**config.mk**
```make
export PLATFORM = sky130hd
export DESIGN_NAME = c7b_store_buf
export DESIGN_NICKNAME = d
export VERILOG_FILES = /design/src/rtl/c7b_store_buf.sv
export SDC_FILE = /design/constraint.sdc
export NUM_CORES = 1
export LEC_CHECK = 0
export ABC_AREA = 1
export CORE_UTILIZATION = 49
export CTS_CLUSTER_DIAMETER = 150
export DETAILED_ROUTE_END_ITERATION = 10
export PLACE_DENSITY_LB_ADDON = 0.12
export SLEW_MARGIN = 5
export SYNTH_ARGS = -nofsm -noshare
export SYNTH_HDL_FRONTEND = slang
export SYNTH_SLANG_ARGS = --single-unit
```
**constraint.sdc**
```tcl
create_clock -name clk -period 6.8 [get_ports clk]
set_input_delay 1.02 -clock clk [delete_from_list [all_inputs] [get_ports clk]]
set_output_delay 1.02 -clock clk [all_outputs]
set_load 0.02 [all_outputs]
```
**src/rtl/c7b_store_buf.sv**
```systemverilog
// Store buffer: aligns EX stores into byte lanes, queues them, drains as single-beat AXI writes.
// Latency: a store accepted into an empty idle buffer raises awvalid/wvalid one cycle later.
// Backpressure: st_ready drops when the queue is full; AW/W valids hold until their own handshakes.

module sb_fifo #(
    parameter int WIDTH = 8,
    parameter int DEPTH = 2
) (
    input  logic                     clk,
    input  logic                     resetn,
    input  logic                     push_vld,
    input  logic [WIDTH-1:0]         push_dat,
    input  logic                     pop_vld,
    output logic [WIDTH-1:0]         head_dat,
    output logic [$clog2(DEPTH):0]   count
);
    localparam int AW = $clog2(DEPTH);

    logic [WIDTH-1:0] mem [DEPTH];
    logic [AW-1:0]    wr_ptr;
    logic [AW-1:0]    rd_ptr;

    always_ff @(posedge clk) begin
        if (push_vld) begin
            mem[wr_ptr] <= push_dat;
        end
    end

    // Pointers wrap naturally because DEPTH is a power of two.
    always_ff @(posedge clk or negedge resetn) begin
        if (!resetn) begin
            wr_ptr <= '0;
            rd_ptr <= '0;
            count  <= '0;
        end else begin
            if (push_vld) begin
                wr_ptr <= wr_ptr + 1'b1;
            end
            if (pop_vld) begin
                rd_ptr <= rd_ptr + 1'b1;
            end
            case ({push_vld, pop_vld})
                2'b10:   count <= count + 1'b1;
                2'b01:   count <= count - 1'b1;
                default: count <= count;
            endcase
        end
    end

    assign head_dat = mem[rd_ptr];
endmodule

module c7b_store_buf #(
    parameter int DEPTH = 2
) (
    input  logic        clk,
    input  logic        resetn,
    input  logic        st_valid,
    output logic        st_ready,
    input  logic [31:0] st_addr,
    input  logic [31:0] st_data,
    input  logic [1:0]  st_size,
    output logic        st_ale,
    output logic        awvalid,
    input  logic        awready,
    output logic [31:0] awaddr,
    output logic [2:0]  awsize,
    output logic        wvalid,
    input  logic        wready,
    output logic [31:0] wdata,
    output logic [3:0]  wstrb,
    output logic        wlast,
    input  logic        bvalid,
    output logic        bready,
    input  logic [1:0]  bresp,
    output logic        bus_err,
    output logic        buf_empty
);
    localparam int CW = $clog2(DEPTH) + 1;
    localparam logic [CW-1:0] FULL_CNT = CW'(DEPTH);

    typedef struct packed {
        logic [31:0] addr;
        logic [1:0]  size;
        logic [31:0] dat;
        logic [3:0]  strb;
    } sb_entry_t;

    typedef enum logic [1:0] {
        S_IDLE   = 2'd0,
        S_SEND   = 2'd1,
        S_WAIT_B = 2'd2
    } state_t;

    state_t       state;
    sb_entry_t    req;
    sb_entry_t    head;
    logic         misalign;
    logic         accept;
    logic         push;
    logic         pop;
    logic         aw_done;
    logic         w_done;
    logic [CW-1:0] count;

    always_comb begin
        req      = '0;
        misalign = 1'b0;
        req.addr = st_addr;
        req.size = st_size;
        case (st_size)
            2'b00: begin
                req.dat  = {4{st_data[7:0]}};
                req.strb = 4'b0001 << st_addr[1:0];
            end
            2'b01: begin
                req.dat  = {2{st_data[15:0]}};
                req.strb = st_addr[1] ? 4'b1100 : 4'b0011;
                misalign = st_addr[0];
            end
            2'b10: begin
                req.dat  = st_data;
                req.strb = 4'b1111;
                misalign = |st_addr[1:0];
            end
            default: misalign = 1'b1;
        endcase
    end

    // Rejected requests still complete the handshake so EX never stalls on them.
    assign st_ready  = (count < FULL_CNT);
    assign accept    = st_valid && st_ready;
    assign push      = accept && !misalign;
    assign pop       = (state == S_WAIT_B) && bvalid && bready;
    assign buf_empty = (count == '0) && (state == S_IDLE);
    assign wlast     = 1'b1;

    sb_fifo #(
        .WIDTH ($bits(sb_entry_t)),
        .DEPTH (DEPTH)
    ) u_fifo (
        .clk      (clk),
        .resetn   (resetn),
        .push_vld (push),
        .push_dat (req),
        .pop_vld  (pop),
        .head_dat (head),
        .count    (count)
    );

    always_ff @(posedge clk or negedge resetn) begin
        if (!resetn) begin
            st_ale <= 1'b0;
        end else begin
            st_ale <= accept && misalign;
        end
    end

    // A channel counts as done once its valid has already dropped or it handshakes now.
    assign aw_done = !awvalid || awready;
    assign w_done  = !wvalid || wready;

    always_ff @(posedge clk or negedge resetn) begin
        if (!resetn) begin
            state   <= S_IDLE;
            awvalid <= 1'b0;
            wvalid  <= 1'b0;
            bready  <= 1'b0;
            bus_err <= 1'b0;
            awaddr  <= '0;
            awsize  <= '0;
            wdata   <= '0;
            wstrb   <= '0;
        end else begin
            bus_err <= 1'b0;
            case (state)
                S_IDLE: begin
                    if (count != '0) begin
                        awvalid <= 1'b1;
                        wvalid  <= 1'b1;
                        awaddr  <= head.addr;
                        awsize  <= {1'b0, head.size};
                        wdata   <= head.dat;
                        wstrb   <= head.strb;
                        state   <= S_SEND;
                    end
                end
                S_SEND: begin
                    if (awvalid && awready) begin
                        awvalid <= 1'b0;
                    end
                    if (wvalid && wready) begin
                        wvalid <= 1'b0;
                    end
                    if (aw_done && w_done) begin
                        bready <= 1'b1;
                        state  <= S_WAIT_B;
                    end
                end
                S_WAIT_B: begin
                    if (bvalid) begin
                        bready  <= 1'b0;
                        bus_err <= (bresp != 2'b00);
                        state   <= S_IDLE;
                    end
                end
                default: begin
                    awvalid <= 1'b0;
                    wvalid  <= 1'b0;
                    bready  <= 1'b0;
                    state   <= S_IDLE;
                end
            endcase
        end
    end
endmodule

```
==> reports/metrics.csv, run 1 <==
metric,value,unit
CTS tree,yes,
CP dominant cell by count,nand2_1,
share of post-route cells with drive strength above 1,4.89,%
residual DRC count,0,
DRT Pass-1 Iters,4,
WP data required,6.96,ns
Total GRT Usage,21.0,%
routability congestion estimate,0.954,
Final Util,64.1,%
Site Rows,48,
crit path cell chain,clkdlybuf4s50_1 > inv_1 > nand2_1 > nand2_1 > nand3_1 > nor2_4 > buf_4,
Mapped Cells,838,
area of the core,17300,µm²
io pins,153,
worst flop-to-flop path endpoint,u_fifo.mem[1][21],
register area share after synthesis,71.8,%
Worst path slowest cell,clkdlybuf4s50_1,
CTS Buf Count,23,
root buf cell,clkbuf_16,
largest net degree at the start of global routing,71,
Antenna Cells,0,
power per cell area,433,nW/µm²
Mapped Nets,913,
max-slew violations,0,
CTS resizes,0,
CP Capture Type,flip-flop,
Reg2Reg Depth,4,
vias in the first global route,5785,
Critical R2R Launch,u_fifo.count[1],
DR vias/cell,4.92,
Detailed Place HPWL,11.9,mm
Hold WC Path Type,primary input to async pin,
Yosys reg bits,221,
CTS Hold Bufs,0,
post-route antenna net violation count,0,
port bufs,150,
Max Fclk,0.278,GHz
final instance area,11100,µm²
Worst-Margin Slew,0.854,ns
worst skew pair latency,0.50,ns
peak supply drop,0.272,mV
Post-Synthesis Cell Area,8670,µm²
GR Overflow Total,0,
area grow syn2layout,27.8,%
Max Clock Skew,0.0164,ns
final worst path period share,52.9,%
Die Span X,135,µm
Setup CP Type,primary input to flip-flop,
"CP delay by family, top",buffers and inverters,
Initial Utilization,50.1,%
flop2flop setup slack,4.48,ns
WP data arrival,3.75,ns
first-pass GRT wire length,29.3,mm
clock slew at reported path FFs,0.06,ns
placed instance area,10400,µm²
initial antenna violation count,0,
Period minus WS final,3.60,ns
CTS H-tree depth,1,
Slew headroom,42.9,%
vias,6038,
status,"complete, no violations",
Min Hold Slack,0.465,ns
beginning of the critical path,st_size[1],
final wirelength,18.6,mm
Yosys warning total,0,
Synth cell types,21,
average wire per standard cell,15.2,µm
total die area,18200,µm²
Mean Syn Cell Area,10.4,µm²
Post-layout nets,1062,
Setup-failing EPs final,0,
crit path max fanout,29,
CP max stage delay,0.71,ns
Post-CTS Setup Inserts,0,
setup TNS,0,ns
crit path buf inv count,3,
Worst Setup Start Kind,primary input,
max cap viols,0,
Leak,4.91,nW
CTS sink cnt,221,
final number of hold-violating endpoints,0,
RSZ-0062 raised after global routing,no,
1st-iter DRT viols,349,
die height,135,µm
CTS max path bufs,3,
cells by family (layout without fill, tap and decap cells):
| kind of cell | count (synthesis) | in the layout | synth area share (%) |
|---|---|---|---|
| DFF | 221 | 221 | 71.8 |
| AOI/OAI and AO/OA | 17 | 17 | 1.01 |
| and+or+nand+nor | 530 | 530 | 23.5 |
| buffers and inverters | 64 | 229 | 3.07 |
| xor gates and xnor gates | 3 | 3 | 0.303 |
| other | 2 | 2 | 0.0866 |
| adders and majority gates | 1 | 1 | 0.144 |
area by class of cell:
cell class,count,area (µm²)
fillers,1415,6220
inverters,30,113
clock buffers,33,643
clock inverters,8,68.8
flip-flops and latches,221,6230
repair buffers,158,1560
multi-input cells,553,2180
well taps,225,282
where the power goes:
group / switching, mW / internal, mW
Clock: 0.480 / 0.694
Sequential: 0.151 / 1.74
Combinational: 1.07 / 0.662
placed cells by master (no fill, tap or decap), drive strengths merged:
master / n
a21boi: 1
buf: 9
bufinv: 1
clkbuf: 33
clkdlybuf4s50: 149
clkinv: 6
clkinvlp: 1
conb: 2
dfrtp: 81
edfxtp: 140
ha: 1
inv: 30
nand2: 484
nand3: 23
nand3b: 1
nand4: 1
nor2: 19
nor3: 1
o21ai: 16
or2: 1
xnor2: 1
xor2: 2
sequential cells by signal, summed over array words and instances, names as in the netlist, 2 cells and up:
register and count:
awsize 2, u_fifo.count 2, state 2, awaddr 32, u_fifo.mem 140, wdata 32
wstrb 4
how the worst max path moves through the flow:
stage / end / cells after the start
after detailed placement: u_fifo.mem[1][14] / 7
after global placement: u_fifo.mem[1][15] / 7
final: u_fifo.mem[1][21] / 7
after floorplan: u_fifo.mem[1][0] / 3
after global routing: u_fifo.mem[1][1] / 7
after CTS: u_fifo.mem[1][19] / 7
layer usage:
layer | track usage, % | vias to the layer above | routed length, µm
met5 | 0 | - | 0
met4 | 7.24 | 0 | 495
met3 | 3.15 | 44 | 1010
met2 | 34.9 | 184 | 9060
met1 | 28.2 | 2843 | 8060
li1 | - | 2967 | -
stage by stage:
stage / total power, mW / setup slack, ns / cells
after CTS: 4.85 / 3.22 / 1228
after floorplan: 2.93 / 2.02 / 838
after global placement: 3.64 / 2.80 / 1187
final: 4.80 / 3.20 / 1228
after global routing: 5.10 / 2.97 / 1228
after detailed placement: 3.67 / 2.72 / 1187
synthesized netlist by cell type:
library cell	count	area share [%]
inv_2	2	0.087
buf_2	15	0.87
edfxtp_1	140	48
conb_1	2	0.087
ha_1	1	0.14
or2_2	1	0.072
nor2_1	18	0.78
nand3_1	23	1.3
xor2_1	2	0.20
a21boi_0	1	0.087
buf_4	2	0.17
nand4_1	1	0.072
nor2_2	1	0.072
nor3_4	1	0.19
dfrtp_1	81	23
nand2_1	484	21
clkbuf_1	17	0.74
nand3b_1	1	0.087
inv_1	28	1.2
xnor2_1	1	0.10
o21ai_0	16	0.92
worst register-to-register path: stages, from the launching register on:
cell,delay (ns)
dfrtp_1,0.38
nor2_1,0.22
nand3_1,0.21
nor2_4,0.69
buf_4,0.47
Power figures use the tool's default switching activity.
==> inputs of run 2 (changes only) <==
--- a/config.mk
+++ b/config.mk
@@ -6,7 +6,7 @@
 export NUM_CORES = 1
 export LEC_CHECK = 0
 export ABC_AREA = 1
-export CORE_UTILIZATION = 49
+export CORE_UTILIZATION = 47
 export CTS_CLUSTER_DIAMETER = 150
 export DETAILED_ROUTE_END_ITERATION = 10
 export PLACE_DENSITY_LB_ADDON = 0.12
==> constraint.sdc (replaced) <==
create_clock -name clk -period 3.3 [get_ports clk]
set_input_delay 0.495 -clock clk [delete_from_list [all_inputs] [get_ports clk]]
set_output_delay 0.495 -clock clk [all_outputs]
set_load 0.02 [all_outputs]
==> run 2 against run 1 <==
Compared with the run above: the flow now finishes with violations (hold timing); total power grew 110%; register-to-register slack worse by 3.1 ns; via count fell by 0.88%.
==> reports/metrics.csv, run 2 (same netlist as run 1, synthesis figures left out) <==
metric,value,unit
status,"complete, but fails checks",
violated checks,hold timing,
top flop regs,"u_fifo.mem (140), awaddr (32), wdata (32)",
routability congestion estimate,0.941,
GR Overflow Total,0,
Antenna Cells,0,
CTS H-tree depth,1,
CP Capture Type,output pin,
Setup-failing EPs final,0,
CTS sink cnt,221,
1st-iter DRT viols,345,
area grow syn2layout,28.9,%
RSZ-0062 raised after global routing,no,
Internal Power,6.46,mW
"commonest non-fill, non-tap cell in the layout",nand2_1,
final number of hold-violating endpoints,2,
largest net degree at the start of global routing,71,
average wire per standard cell,15.1,µm
max cap viols,0,
die height,138,µm
switching share of power,35.3,%
DR vias/cell,4.84,
setup TNS,0,ns
peak supply drop,0.517,mV
clock slew at reported path FFs,0.06,ns
share of post-route cells with drive strength above 1,5.65,%
CTS tree,yes,
total die area,19000,µm²
Setup CP Type,flip-flop to output pin,
Die Span X,138,µm
worst skew pair latency,0.49,ns
Worst Setup Start Kind,flip-flop,
Worst-Margin Slew,0.792,ns
Fillers,1525,
Seq pwr share,39.0,%
Period minus WS final,2.51,ns
WP data arrival,2.01,ns
Total GRT Usage,20.1,%
initial antenna violation count,0,
Comb pwr share,36.0,%
Detailed Place HPWL,12.0,mm
Post-layout nets,1067,
sw power,3.53,mW
vias in the first global route,5509,
Site Rows,49,
Hold WC Path Type,primary input to async pin,
DRT Pass-1 Iters,5,
slack of the critical path,0.793,ns
Max Clock Skew,0.00886,ns
"commonest non-fill, non-tap cells in the layout","484 x nand2_1, 149 x clkdlybuf4s50_1, 140 x edfxtp_1",
clock network power share,25.0,%
beginning of the critical path,u_fifo.count[0],
crit path max fanout,4,
max-slew violations,0,
Reg2Reg Depth,4,
CTS Hold Bufs,0,
Post-CTS Setup Inserts,0,
Slew headroom,47.2,%
CTS resizes,0,
Leak,4.96,nW
placed instance area,10400,µm²
port bufs,150,
final instance area,11200,µm²
Max Fclk,0.399,GHz
power per cell area,894,nW/µm²
vias,5985,
Min Hold Slack,-0.00216,ns
io pins,153,
register with the most flip-flops,u_fifo.mem,
Critical R2R Launch,u_fifo.count[1],
residual DRC count,0,
max reg flops,140,
final wirelength,18.7,mm
CTS Buf Count,23,
root buf cell,clkbuf_16,
final worst path period share,76.0,%
Place WS,0.487,ns
Initial Utilization,48.1,%
post-route antenna net violation count,0,
CTS max path bufs,3,
first-pass GRT wire length,28.8,mm
WP data required,2.80,ns
area of the core,18000,µm²
-- run 2: cell types whose count changed in the layout (fill, tap and decap cells not counted), sizes merged --
| cell | before | now |
|---|---|---|
| clkinv | 6 | 10 |
| clkinvlp | 1 | 2 |
| inv | 30 | 29 |
| buf | 9 | 14 |
| clkbuf | 33 | 29 |
-- run 2: power by group through the flow --
stage	registers [mW]	logic [mW]	clock network, mW
2_1_floorplan	4.45	1.59	0
3_3_place_gp	3.95	3.61	0
3_5_place_dp	3.95	3.67	0
4_1_cts	3.91	3.68	2.54
6_report	3.90	3.60	2.50
5_1_grt	3.96	4.01	2.66
-- run 2: cell type report --
type	instances	area, µm²	share of cell area (%)
Inverter	30	114	1.02
Clock buffer	29	659	5.90
Multi-Input combinational cell	553	2180	19.5
Sequential cell	221	6230	55.7
Clock inverter	12	83.8	0.750
Timing Repair Buffer	163	1620	14.5
Tap cell	229	287	2.56
-- run 2: routing by layer --
layer / GRT usage, % / routed length, µm / vias up
met1: 26.7 / 8200 / 2816
met3: 3.42 / 987 / 15
met5: 0 / 0 / -
li1: - / - / 2989
met2: 34.7 / 9340 / 165
met4: 4.41 / 194 / 0
-- run 2: worst max-delay path: stages, from the launching register on --
cell             delay, ns
dfrtp_1               0.42
nor2_1                0.28
nand2_1               0.16
inv_1                 0.07
clkdlybuf4s50_1       0.59
-- run 2: per-stage QoR --
step | util, % | cells | power [mW]
6_report | 62.0 | 1237 | 9.99
5_1_grt | 62.0 | 1237 | 10.6
4_1_cts | 62.0 | 1237 | 10.1
3_5_place_dp | 57.9 | 1196 | 7.62
3_3_place_gp | 57.9 | 1196 | 7.56
2_1_floorplan | - | 838 | 6.04
-- run 2: final timing paths --
path | slack (ns) | to
max | 0.79 | buf_empty
min | -0.002 | awaddr[10]
max reg2reg | 1.39 | u_fifo.mem[0][56]
min reg2reg | 0.47 | awaddr[13]
max in group asynchronous | 2.57 | wdata[24]
min in group clk | 0.47 | awaddr[13]
